--- config.mk ---
export PLATFORM = sky130hd
export DESIGN_NAME = flag_cond_unit
export DESIGN_NICKNAME = d
export VERILOG_FILES = /design/src/rtl/flag_cond_pkg.sv /design/src/rtl/flag_cond_unit_cond_eval.sv /design/src/rtl/flag_cond_unit.sv
export SDC_FILE = /design/constraint.sdc
export NUM_CORES = 1
export LEC_CHECK = 0
export CORE_ASPECT_RATIO = 1.5
export CORE_MARGIN = 5
export CORE_UTILIZATION = 40
export CTS_CLUSTER_DIAMETER = 100
export DETAILED_ROUTE_END_ITERATION = 8
export GPL_ROUTABILITY_DRIVEN = 0
export HOLD_SLACK_MARGIN = 0.12
export PLACE_DENSITY = 0.71
export SLEW_MARGIN = 20
export SYNTH_ARGS = -nofsm -noshare
export SYNTH_HDL_FRONTEND = slang
export SYNTH_SLANG_ARGS = --single-unit
--- constraint.sdc ---
create_clock -name clk -period 2.8 [get_ports clk]
set_clock_uncertainty 0.2 [all_clocks]
set_input_delay 0.7 -clock clk [delete_from_list [all_inputs] [get_ports clk]]
set_output_delay 0.7 -clock clk [all_outputs]
set_load 0.005 [all_outputs]
--- src/rtl/flag_cond_pkg.sv ---
// Shared constants for the flag/condition unit: flag bit positions,
// condition codes, ALU operation classes and the default stack depth.
package flag_cond_pkg;

  localparam int unsigned FLAG_Z = 3;
  localparam int unsigned FLAG_N = 2;
  localparam int unsigned FLAG_C = 1;
  localparam int unsigned FLAG_V = 0;

  localparam int unsigned STK_DEPTH_DEF = 4;

  typedef enum logic [1:0] {
    OP_LOGIC  = 2'b00,
    OP_SHIFT  = 2'b01,
    OP_ADDSUB = 2'b10,
    OP_MUL    = 2'b11
  } op_class_e;

  typedef enum logic [3:0] {
    COND_EQ = 4'd0,
    COND_NE = 4'd1,
    COND_CS = 4'd2,
    COND_CC = 4'd3,
    COND_MI = 4'd4,
    COND_PL = 4'd5,
    COND_VS = 4'd6,
    COND_VC = 4'd7,
    COND_HI = 4'd8,
    COND_LS = 4'd9,
    COND_GE = 4'd10,
    COND_LT = 4'd11,
    COND_GT = 4'd12,
    COND_LE = 4'd13,
    COND_AL = 4'd14,
    COND_NV = 4'd15
  } cond_code_e;

endpackage

--- src/rtl/flag_cond_unit_cond_eval.sv ---
// Combinational decode of a condition code against a ZNCV flag vector.
module cond_eval
  import flag_cond_pkg::*;
(
  input  logic [3:0] flags,
  input  logic [3:0] cond_code,
  output logic       result
);

  logic z, n, c, v;

  assign z = flags[FLAG_Z];
  assign n = flags[FLAG_N];
  assign c = flags[FLAG_C];
  assign v = flags[FLAG_V];

  always_comb begin
    result = 1'b0;
    case (cond_code_e'(cond_code))
      COND_EQ: result = z;
      COND_NE: result = !z;
      COND_CS: result = c;
      COND_CC: result = !c;
      COND_MI: result = n;
      COND_PL: result = !n;
      COND_VS: result = v;
      COND_VC: result = !v;
      COND_HI: result = c & !z;
      COND_LS: result = !c | z;
      COND_GE: result = (n == v);
      COND_LT: result = (n != v);
      COND_GT: result = !z & (n == v);
      COND_LE: result = z | (n != v);
      COND_AL: result = 1'b1;
      COND_NV: result = 1'b0;
      default: result = 1'b0;
    endcase
  end

endmodule

--- src/rtl/flag_cond_unit.sv ---
// ZNCV flag register with a LIFO save stack, sticky stack error and a
// registered condition evaluator.
module flag_cond_unit
  import flag_cond_pkg::*;
#(
  parameter int unsigned STK_DEPTH = STK_DEPTH_DEF
) (
  input  logic       clk,
  input  logic       rst_n,
  input  logic [3:0] sta_in,
  input  logic [1:0] op_en,
  input  logic       sta_we,
  input  logic       push,
  input  logic       pop,
  input  logic       err_clr,
  input  logic       cond_req,
  input  logic [3:0] cond_code,
  output logic [3:0] flags,
  output logic       cond_valid,
  output logic       cond_true,
  output logic       stk_full,
  output logic       stk_empty,
  output logic       stk_err
);

  localparam int unsigned CNT_W = $clog2(STK_DEPTH + 1);
  localparam int unsigned IDX_W = (STK_DEPTH > 1) ? $clog2(STK_DEPTH) : 1;

  logic [CNT_W-1:0] count;
  logic [3:0]       stk_mem [STK_DEPTH];
  logic [3:0]       flags_next;
  logic [IDX_W-1:0] push_idx, pop_idx;
  logic             do_push, do_pop, err_set, eval_result;

  assign stk_full  = (count == CNT_W'(STK_DEPTH));
  assign stk_empty = (count == '0);

  // Simultaneous push and pop cancel out entirely, including error detection.
  assign do_push = push & ~pop & ~stk_full;
  assign do_pop  = pop & ~push & ~stk_empty;
  assign err_set = (push & ~pop & stk_full) | (pop & ~push & stk_empty);

  assign push_idx = IDX_W'(count);
  assign pop_idx  = IDX_W'(count - 1'b1);

  always_comb begin
    flags_next = flags;
    if (do_pop) begin
      flags_next = stk_mem[pop_idx];
    end else if (sta_we) begin
      case (op_class_e'(op_en))
        OP_ADDSUB, OP_MUL: flags_next = sta_in;
        default: begin
          flags_next[FLAG_Z] = sta_in[FLAG_Z];
          flags_next[FLAG_N] = sta_in[FLAG_N];
        end
      endcase
    end
  end

  always_ff @(posedge clk or negedge rst_n) begin
    if (!rst_n) begin
      flags      <= '0;
      count      <= '0;
      stk_err    <= 1'b0;
      cond_valid <= 1'b0;
      cond_true  <= 1'b0;
    end else begin
      flags      <= flags_next;
      cond_valid <= cond_req;
      cond_true  <= cond_req & eval_result;
      if (do_push) begin
        count <= count + 1'b1;
      end else if (do_pop) begin
        count <= count - 1'b1;
      end
      if (err_set) begin
        stk_err <= 1'b1;
      end else if (err_clr) begin
        stk_err <= 1'b0;
      end
    end
  end

  // Entry storage is left unreset; entries above the count are never read.
  always_ff @(posedge clk) begin
    if (do_push) begin
      stk_mem[push_idx] <= flags;
    end
  end

  cond_eval u_cond_eval (
    .flags     (flags),
    .cond_code (cond_code),
    .result    (eval_result)
  );

endmodule

; Word level (Yosys, flattened, before mapping)
; Memory sizes are Yosys's and may differ from the RTL's.
; Cells that the tools add are included.
[classes]
multipliers = 0
mux = 10
div_mod_pow = 0
bitwise = 16
n_eq_ne = 20
magnitude_cmp = 0
n_shift = 0
n_reduce_logical = 12
n_addsub = 2
[op_table]
columns = operator, count
row1 = $eq 4x4->1 const B, 8
row2 = $eq 4x3->1 const B, 4
row3 = $pmux 1 s16, 1
row4 = $and 1x1->1, 9
row5 = $eq 4x2->1 const B, 2
row6 = $mux 4, 2
row7 = $reduce_bool 2->1, 4
row8 = $mux 3, 2
row9 = $eq 2x2->1 const B, 2
row10 = $eq 4x1->1 const B, 1
row11 = $logic_not 1->1, 4
row12 = $logic_not 4->1, 1
row13 = $mux 1, 4
row14 = $not 1->1, 4
row15 = $add 3x1->3 const B, 1
row16 = $eq 3x3->1 const B, 1
row17 = $logic_not 3->1, 1
row18 = $or 1x1->1, 3
row19 = $sub 3x1->3 const B, 1
row20 = $mux 2, 1
row21 = $reduce_and 2->1, 1
row22 = $reduce_or 2->1, 1
row23 = $eq 1x1->1, 1
row24 = $ne 1x1->1, 1
[word_totals]
out_inout_bits = 9
memories = 1
regBits = 10
ram_bits = 16
rom_bits = 0
latch_bits = 0
[memory_table]
columns = name, words, word_bits, read_ports, rd_clocked_by_memory_dff, write_ports, line_no
row1 = stk_mem, 4, 4, 1, 0, 1, flag_cond_unit.sv:30  ; logic [3:0] stk_mem [STK_DEPTH];

; Depth between registers and ports, before layout
; Gate-level depths: netlist of run 1.
[depth]
depth_word = 5
depth_mapped = 9
ltp_nobuf = 7

; Modules after synthesis
; Synthesis of run 1 repeated with hierarchy kept, for this count alone.
[unflattened]
cells_unflattened = 99
hier_area_um2 = 1312.5
[by_module_without_submodules]
columns = module, seq_area_each_um2, area_each_um2, instances, cells_per_inst
row1 = flag_cond_unit, 730.7, 1157.4, 1, 76
row2 = cond_eval, 0.0, 155.1, 1, 23

; Worst setup path after synthesis of run 1
; Ideal clock, no wire load.
[synth_path]
path_type = register to register
start = register count[0]
end = memory stk_mem[3][0], enable pin
required_ps = 2302
stages_incl_launch_ff = 7
period_less_slack_ps = 2044
setup_slack_ps = 756
setup_ps = 298
arrival_ps = 1546
path_cell_list = dfrtp_1 > buf_2 > inv_1 > ha_1 > ha_1 > nor3b_4 > and2_4
[synth_via]
elab_chain_cells = 5
[synth_rtl]
columns = item, line_no
row1 = from (decl), flag_cond_unit.sv:29  ; logic [CNT_W-1:0] count;
row2 = from (signal assigned), flag_cond_unit.sv:73  ; count <= count + 1'b1;
row3 = from (signal assigned), flag_cond_unit.sv:75  ; count <= count - 1'b1;
row4 = $eq 3x3->1, flag_cond_unit.sv:35  ; assign stk_full = (count == CNT_W'(STK_DEPTH));
row5 = net stk_full, flag_cond_unit.sv:21  ; output logic stk_full,
row6 = $not 1->1, flag_cond_unit.sv:39  ; assign do_push = push & ~pop & ~stk_full;
row7 = $and 1x1->1, flag_cond_unit.sv:39
row8 = $mux 1, flag_cond_unit.sv:87  ; if (do_push) begin
row9 = $mux 1 (implied by the code), flag_cond_unit.sv:88  ; stk_mem[push_idx] <= flags;
row10 = to (decl), flag_cond_unit.sv:30
; The timed path passes the listed nets, and every way through them passes these cells.

; Final worst setup path of run 1
[layout_path]
start = register count[1]
end = output stk_empty
[layout_via]
elab_chain_cells = 1
[layout_rtl]
columns = item, line_no
row1 = $logic_not 3->1, flag_cond_unit.sv:36  ; assign stk_empty = (count == '0);
row2 = to (decl), flag_cond_unit.sv:22  ; output logic stk_empty,
; Every way passes these cells.

==> run_results.csv, run 1 <==
group,metric,value,unit
run_status,status,"finished clean",
place,portBuffers,24,
setup_path,worst-path-buf-inv,2,
pwr,swShare,31.7,%
clock_tree,cts_tree,"built",
layout,syn_to_final_growth,26.2,%
layout,stdcell_count,156,
clock_tree,cts_max_level,1,
drt,num_vias,809,
layout,postLayoutCoreUtil,51.4,%
setup_path,required,1.90,ns
clock_tree,path_clk_slew,0.09,ns
floorplanning,initial_core_util,40.7,%
global_routing,antenna_found_initial,0,
place,dp_cells,152,
synthesis,synth_ff_type,"edfxtp_1",
timing,tns,0,ns
layout,final_cell_mix,"24 x clkdlybuf4s50_1, 16 x edfxtp_1, 10 x dfrtp_1",
global_routing,grt.overflow.total,0,
setup_path,end_kind,"output port",
pwr,pwr-share-comb,38.5,%
setup_path,crit_path_top_delay_cell,"clkdlybuf4s50_1",
setup_path,crit_family,"buffers and inverters",
timing,worst_pin_slew,0.540,ns
layout,layout-drive-gt1-share,14.7,%
pwr,seq_power_share,45.8,%
timing,post-route-min-period,2.70,ns
floorplanning,die_w,55.8,um
floorplanning,die_y,78.8,um
timing,fmax,0.371,GHz
drt,ant_nets,0,
pwr,power_density,828,mW/mm2
timing,hold_violations,0,
clock_tree,numCtsBuffers,3,
timing,fin_crit_sh,96.4,%
synthesis,synth_area_leaders,"edfxtp_1 38%, dfrtp_1 20%, mux4_2 7.1%",
floorplanning,core_area,0.00310,mm2
synthesis,yosysTopAreaCell,"edfxtp_1",
global_routing,grt_pass1_wl,4.17,mm
synthesis,yosysTopAreaCellShare,38.1,%
drt,finalWirelength,2.43,mm
timing,rsz0062_at_grt,"false",
timing,final-max-slew-violation-count,0,
setup_path,worstPathCellList,"inv_1 > ha_1 > ha_1 > clkdlybuf4s50_1",
timing,holdWs,0.323,ns
pwr,peakVddDrop,0.439,mV
synthesis,synth_warnings,0,
floorplanning,die_area,0.00440,mm2
synthesis,synth_edf_count,16,
floorplanning,num_rows,25,
flow_run,maxCapViolations,0,
synthesis,syn_area,0.00126,mm2
synthesis,ys_seq_area_share,57.9,%
drt,firstDrtPassIters,2,
drt,wl_per_cell,15.6,um
global_routing,grt_max_degree,15,
clock_tree,cts_setup_buffers,0,
setup_path,startpoint_type,"flop",
setup_path,cpPeakStageDelay,0.53,ns
pwr,p_leak,0.605,nW
drt,drt_iter0_markers,8,
synthesis,netlist_instances,89,
synthesis,ys_types,28,
synthesis,synth-seq-cells,26,
pwr,switchingPower,0.417,mW
synthesis,syn_nets,112,
pwr,p_int,0.901,mW
clock_tree,clkLatencyLatePin,0.27,ns
floorplanning,pin_count,26,
pwr,clock_power_share,15.8,%
setup_path,cp_common_cell,"ha_1",
clock_tree,cts_resized,0,
setup_path,worst-setup-path-type,"flop to output port",
setup_path,crit_fanout,4,
clock_tree,numClockSinks,26,
layout,nNetsFinal,140,
min_path,holdCritPathClass,"flop to flop",
clock_tree,clockRootBuffer,"clkbuf_8",
global_routing,grt_pass1_vias,875,
synthesis,ys_async_sr_fraction,38.5,%
drt,drc,0,
timing,slew_headroom,63.9,%
timing,setup_violations,0,
layout,layout_commonest_cell,"clkdlybuf4s50_1",
setup_path,arrival,1.80,ns
drt,via_per_inst,5.19,
layout,antenna_cells,0,
global_routing,grt_usage,12.3,%
clock_tree,cts-hold-fix-buffers,0,
clock_tree,cts_buffer_depth,2,
synthesis,avgSynthCellArea,14.2,um2
## power groups by stage
stage          clock [mW]  sequential [mW]  combinational, mW
6_report            0.208            0.603              0.507
5_1_grt             0.223            0.621              0.566
4_1_cts             0.211            0.606              0.517
3_5_place_dp            0            0.615              0.513
3_3_place_gp            0            0.605              0.503
2_1_floorplan           0            0.590              0.332
## per-layer routing
metal  global-route usage, %  up-vias  wire length, um
met4                    3.56        0               24
met3                    3.58        4              119
met5                       0        -                0
met2                    22.2       24             1320
met1                    14.1      399              971
li1                        -      382                -
## cell families (layout without fill, tap and decap cells)
group	count (synthesis)	after routing	synth area share (%)
flops	26	26	57.9
mux	10	10	11.9
compound gates	13	13	6.94
xor+xnor	4	4	2.78
fa+ha+maj	6	6	5.95
buf+inv	6	33	2.18
simple gates	24	24	12.3
## area by class of cell
cell class                 count  area (um2)
fill                         270        1510
sequential                    26         731
multi-input combinational     57         503
timing repair buffer          25         248
tap                           40        50.0
clock buffer                   3        41.3
inverter                       4        15.0
clock inverter                 1        3.75
## flip-flops by register name, summed over array words and instances, names as in the netlist
| name | count |
|---|---|
| stk_mem | 16 |
| count | 3 |
| stk_err | 1 |
| flags | 4 |
| cond_true | 1 |
| cond_valid | 1 |
## cells in the mapped netlist, types with 2 or more instances
library cell / instances
mux4_2: 4
nor3b_4: 2
edfxtp_1: 16
ha_1: 6
nand2_1: 7
nor2_1: 4
inv_1: 4
o21ai_0: 5
mux2i_1: 6
dfrtp_1: 10
a21oi_1: 2
o221ai_1: 2
xnor2_1: 4
and2_2: 3
## per-stage QoR
| stage | instance area [um2] | power, mW | worst slack, ns |
|---|---|---|---|
| global placement | 1550 | 1.11 | 0.430 |
| floorplan | 1260 | 0.922 | 0.756 |
| detailed placement | 1550 | 1.13 | 0.394 |
| global route | 1590 | 1.41 | 0.0110 |
| CTS | 1590 | 1.33 | 0.0854 |
| finish | 1590 | 1.32 | 0.102 |
## path summary, 6_finish.rpt
check / startpoint / endpoint / slack [ns] / cells past startpoint
max in group asynchronous: rst_n / cond_true / 1.48 / 1
worst min-delay path: count[2] / count[2] / 0.32 / 1
worst max register to register: count[1] / count[1] / 0.76 / 7
worst max-delay path: count[1] / stk_empty / 0.10 / 4
min in group asynchronous: rst_n / count[1] / 0.57 / 1
worst min register to register: count[2] / count[2] / 0.32 / 1
No activity file was read; power rests on OpenSTA's default activity.
==> run 2: changes to the inputs <==
--- a/config.mk
+++ b/config.mk
@@ -13,7 +13,7 @@
 export GPL_ROUTABILITY_DRIVEN = 0
 export HOLD_SLACK_MARGIN = 0.12
 export PLACE_DENSITY = 0.71
-export SLEW_MARGIN = 20
+export SLEW_MARGIN = 15
 export SYNTH_ARGS = -nofsm -noshare
 export SYNTH_HDL_FRONTEND = slang
 export SYNTH_SLANG_ARGS = --single-unit
==> results of run 2 <==
Same layout as run 1: the final DEF is identical, and so are final timing and power.
==> run 3: changes to the inputs <==
--- a/config.mk
+++ b/config.mk
@@ -7,13 +7,12 @@
 export LEC_CHECK = 0
 export CORE_ASPECT_RATIO = 1.5
 export CORE_MARGIN = 5
-export CORE_UTILIZATION = 40
+export CORE_UTILIZATION = 50
 export CTS_CLUSTER_DIAMETER = 100
 export DETAILED_ROUTE_END_ITERATION = 8
 export GPL_ROUTABILITY_DRIVEN = 0
 export HOLD_SLACK_MARGIN = 0.12
-export PLACE_DENSITY = 0.71
-export SLEW_MARGIN = 15
+export PLACE_DENSITY = 0.84
 export SYNTH_ARGS = -nofsm -noshare
 export SYNTH_HDL_FRONTEND = slang
 export SYNTH_SLANG_ARGS = --single-unit
==> run_results.csv, run 3 (synthesis gave the netlist of run 1 again) <==
group,metric,value,unit
pwr,p_int,0.869,mW
layout,postLayoutCoreUtil,63.7,%
clock_tree,numClockSinks,26,
setup_path,arrival,1.80,ns
drt,ant_nets,0,
drt,drt_iter0_markers,31,
setup_path,crit_path_top_delay_cell,"clkdlybuf4s50_1",
clock_tree,path_clk_slew,0.13,ns
place,portBuffers,24,
global_routing,grt_max_degree,15,
timing,final-max-slew-violation-count,0,
floorplanning,pin_count,26,
floorplanning,die_y,71.5,um
setup_path,end_kind,"output port",
setup_path,crit_family,"buffers and inverters",
global_routing,grt_usage,15.1,%
drt,drc,0,
timing,tns,0,ns
run_status,status,"finished clean",
layout,syn_to_final_growth,23.7,%
min_path,hold-path-endpoint,"count[2]",
setup_path,reg2reg_slack,0.89,ns
pwr,pwr-share-comb,41.2,%
timing,fmax,0.371,GHz
global_routing,antenna_found_initial,0,
layout,fillCellCount,193,
layout,reg_top3,"stk_mem: 16 flops, flags: 4 flops, count: 3 flops",
flow_run,maxCapViolations,0,
setup_path,required,1.90,ns
pwr,peakVddDrop,0.415,mV
drt,via_per_inst,5.81,
drt,wl_per_cell,17.6,um
min_path,worstHoldStart,"count[2]",
setup_path,timing.rr.start,"count[1]",
floorplanning,initial_core_util,51.5,%
timing,fin_crit_sh,96.3,%
drt,firstDrtPassIters,4,
layout,layout_commonest_cell,"clkdlybuf4s50_1",
clock_tree,cts_buffer_depth,2,
layout,regMostFlops,"stk_mem",
clock_tree,numCtsBuffers,3,
setup_path,crit_fanout,4,
pwr,seq_power_share,46.5,%
setup_path,worstPathCellList,"inv_2 > ha_2 > ha_2 > clkdlybuf4s50_1",
setup_path,r2r_cells,7,
timing,setup_violations,0,
layout,antenna_cells,0,
place,dp_hpwl,1.92,mm
clock_tree,cts_tree,"built",
pwr,power_density,830,mW/mm2
global_routing,grt_pass1_vias,847,
setup_path,timing.rr.end,"count[2]",
timing,rsz0062_at_grt,"false",
timing,post-route-min-period,2.70,ns
timing,hold_violations,0,
timing,slew_headroom,64.6,%
clock_tree,clockRootBuffer,"clkbuf_4",
layout,final_cell_mix,"24 x clkdlybuf4s50_1, 16 x edfxtp_1, 10 x dfrtp_1",
min_path,whs_path_depth,1,
global_routing,grt_pass1_wl,4.05,mm
floorplanning,num_rows,22,
floorplanning,core_area,0.00245,mm2
pwr,switchingPower,0.426,mW
timing,worst_pin_slew,0.531,ns
floorplanning,die_w,51.0,um
layout,layout-drive-gt1-share,18.1,%
setup_path,cpPeakStageDelay,0.51,ns
drt,finalWirelength,2.46,mm
pwr,p_leak,0.589,nW
setup_path,worst-setup-path-type,"flop to output port",
setup_path,cp_common_cell,"ha_2",
layout,nNetsFinal,140,
min_path,holdCritPathClass,"flop to flop",
layout,largest_reg_flops,16,
clock_tree,cts-hold-fix-buffers,0,
clock_tree,clkLatencyLatePin,0.32,ns
pwr,swShare,32.9,%
global_routing,grt.overflow.total,0,
drt,num_vias,813,
setup_path,worst-path-buf-inv,2,
pwr,power,1.29,mW
clock_tree,cts_max_level,1,
pwr,clock_power_share,12.3,%
floorplanning,die_area,0.00365,mm2
setup_path,startpoint_type,"flop",
## run 3: worst max-delay path by stage
stage	startpoint	endpoint	slack [ns]	cells past startpoint
floorplan	count[0]	stk_mem[3][0]	0.76	6
global placement	count[1]	stk_full	0.43	4
detailed placement	count[1]	stk_full	0.39	4
CTS	count[1]	stk_full	0.02	4
global route	count[1]	stk_empty	0.006	4
finish	count[1]	stk_empty	0.10	4
## run 3: worst reg2reg max path: stages (launching register included)
cell and delay [ns]:
dfrtp_1 0.40, inv_2 0.07, ha_2 0.20, ha_2 0.21, nor3b_4 0.47, nand2_1 0.13
o31ai_2 0.09, a21oi_2 0.05
## run 3: area by class of cell
type,count,area [um2],share of cell area (%)
inverters,4,15.0,0.962
well taps,24,30.0,1.92
repair buffers,25,248,15.9
multi-input cells,57,510,32.7
flip-flops and latches,26,731,46.8
clock buffers,4,26.3,1.68
## run 3: per-stage QoR
step / setup slack, ns / cell area [um2] / hold slack (ns) / cells
after floorplan: 0.756 / 1260 / 0.204 / 89
after detailed placement: 0.389 / 1530 / 0.329 / 136
final: 0.103 / 1560 / 0.338 / 140
after global routing: 0.00575 / 1560 / 0.385 / 140
after global placement: 0.432 / 1530 / 0.310 / 136
after CTS: 0.0177 / 1550 / 0.346 / 140
## run 3: repair_timing
item                       in CTS  in global routing
buffers inserted                0                  0
resized for setup               0                  4
setup endpoints to repair       0                  2
## run 3: power by group through the flow
stage | clock [mW] | combinational [mW] | sequential, mW
6_report | 0.160 | 0.533 | 0.602
5_1_grt | 0.182 | 0.593 | 0.619
4_1_cts | 0.163 | 0.524 | 0.603
3_5_place_dp | 0 | 0.521 | 0.610
3_3_place_gp | 0 | 0.497 | 0.603
2_1_floorplan | 0 | 0.332 | 0.590
## run 3: per-layer routing
layer,track usage [%],wire (um),up-vias
li1,-,-,381
met1,17.2,943,398
met2,27.4,1360,30
met3,2.49,126,4
met4,6.29,38,0
met5,0,0,-
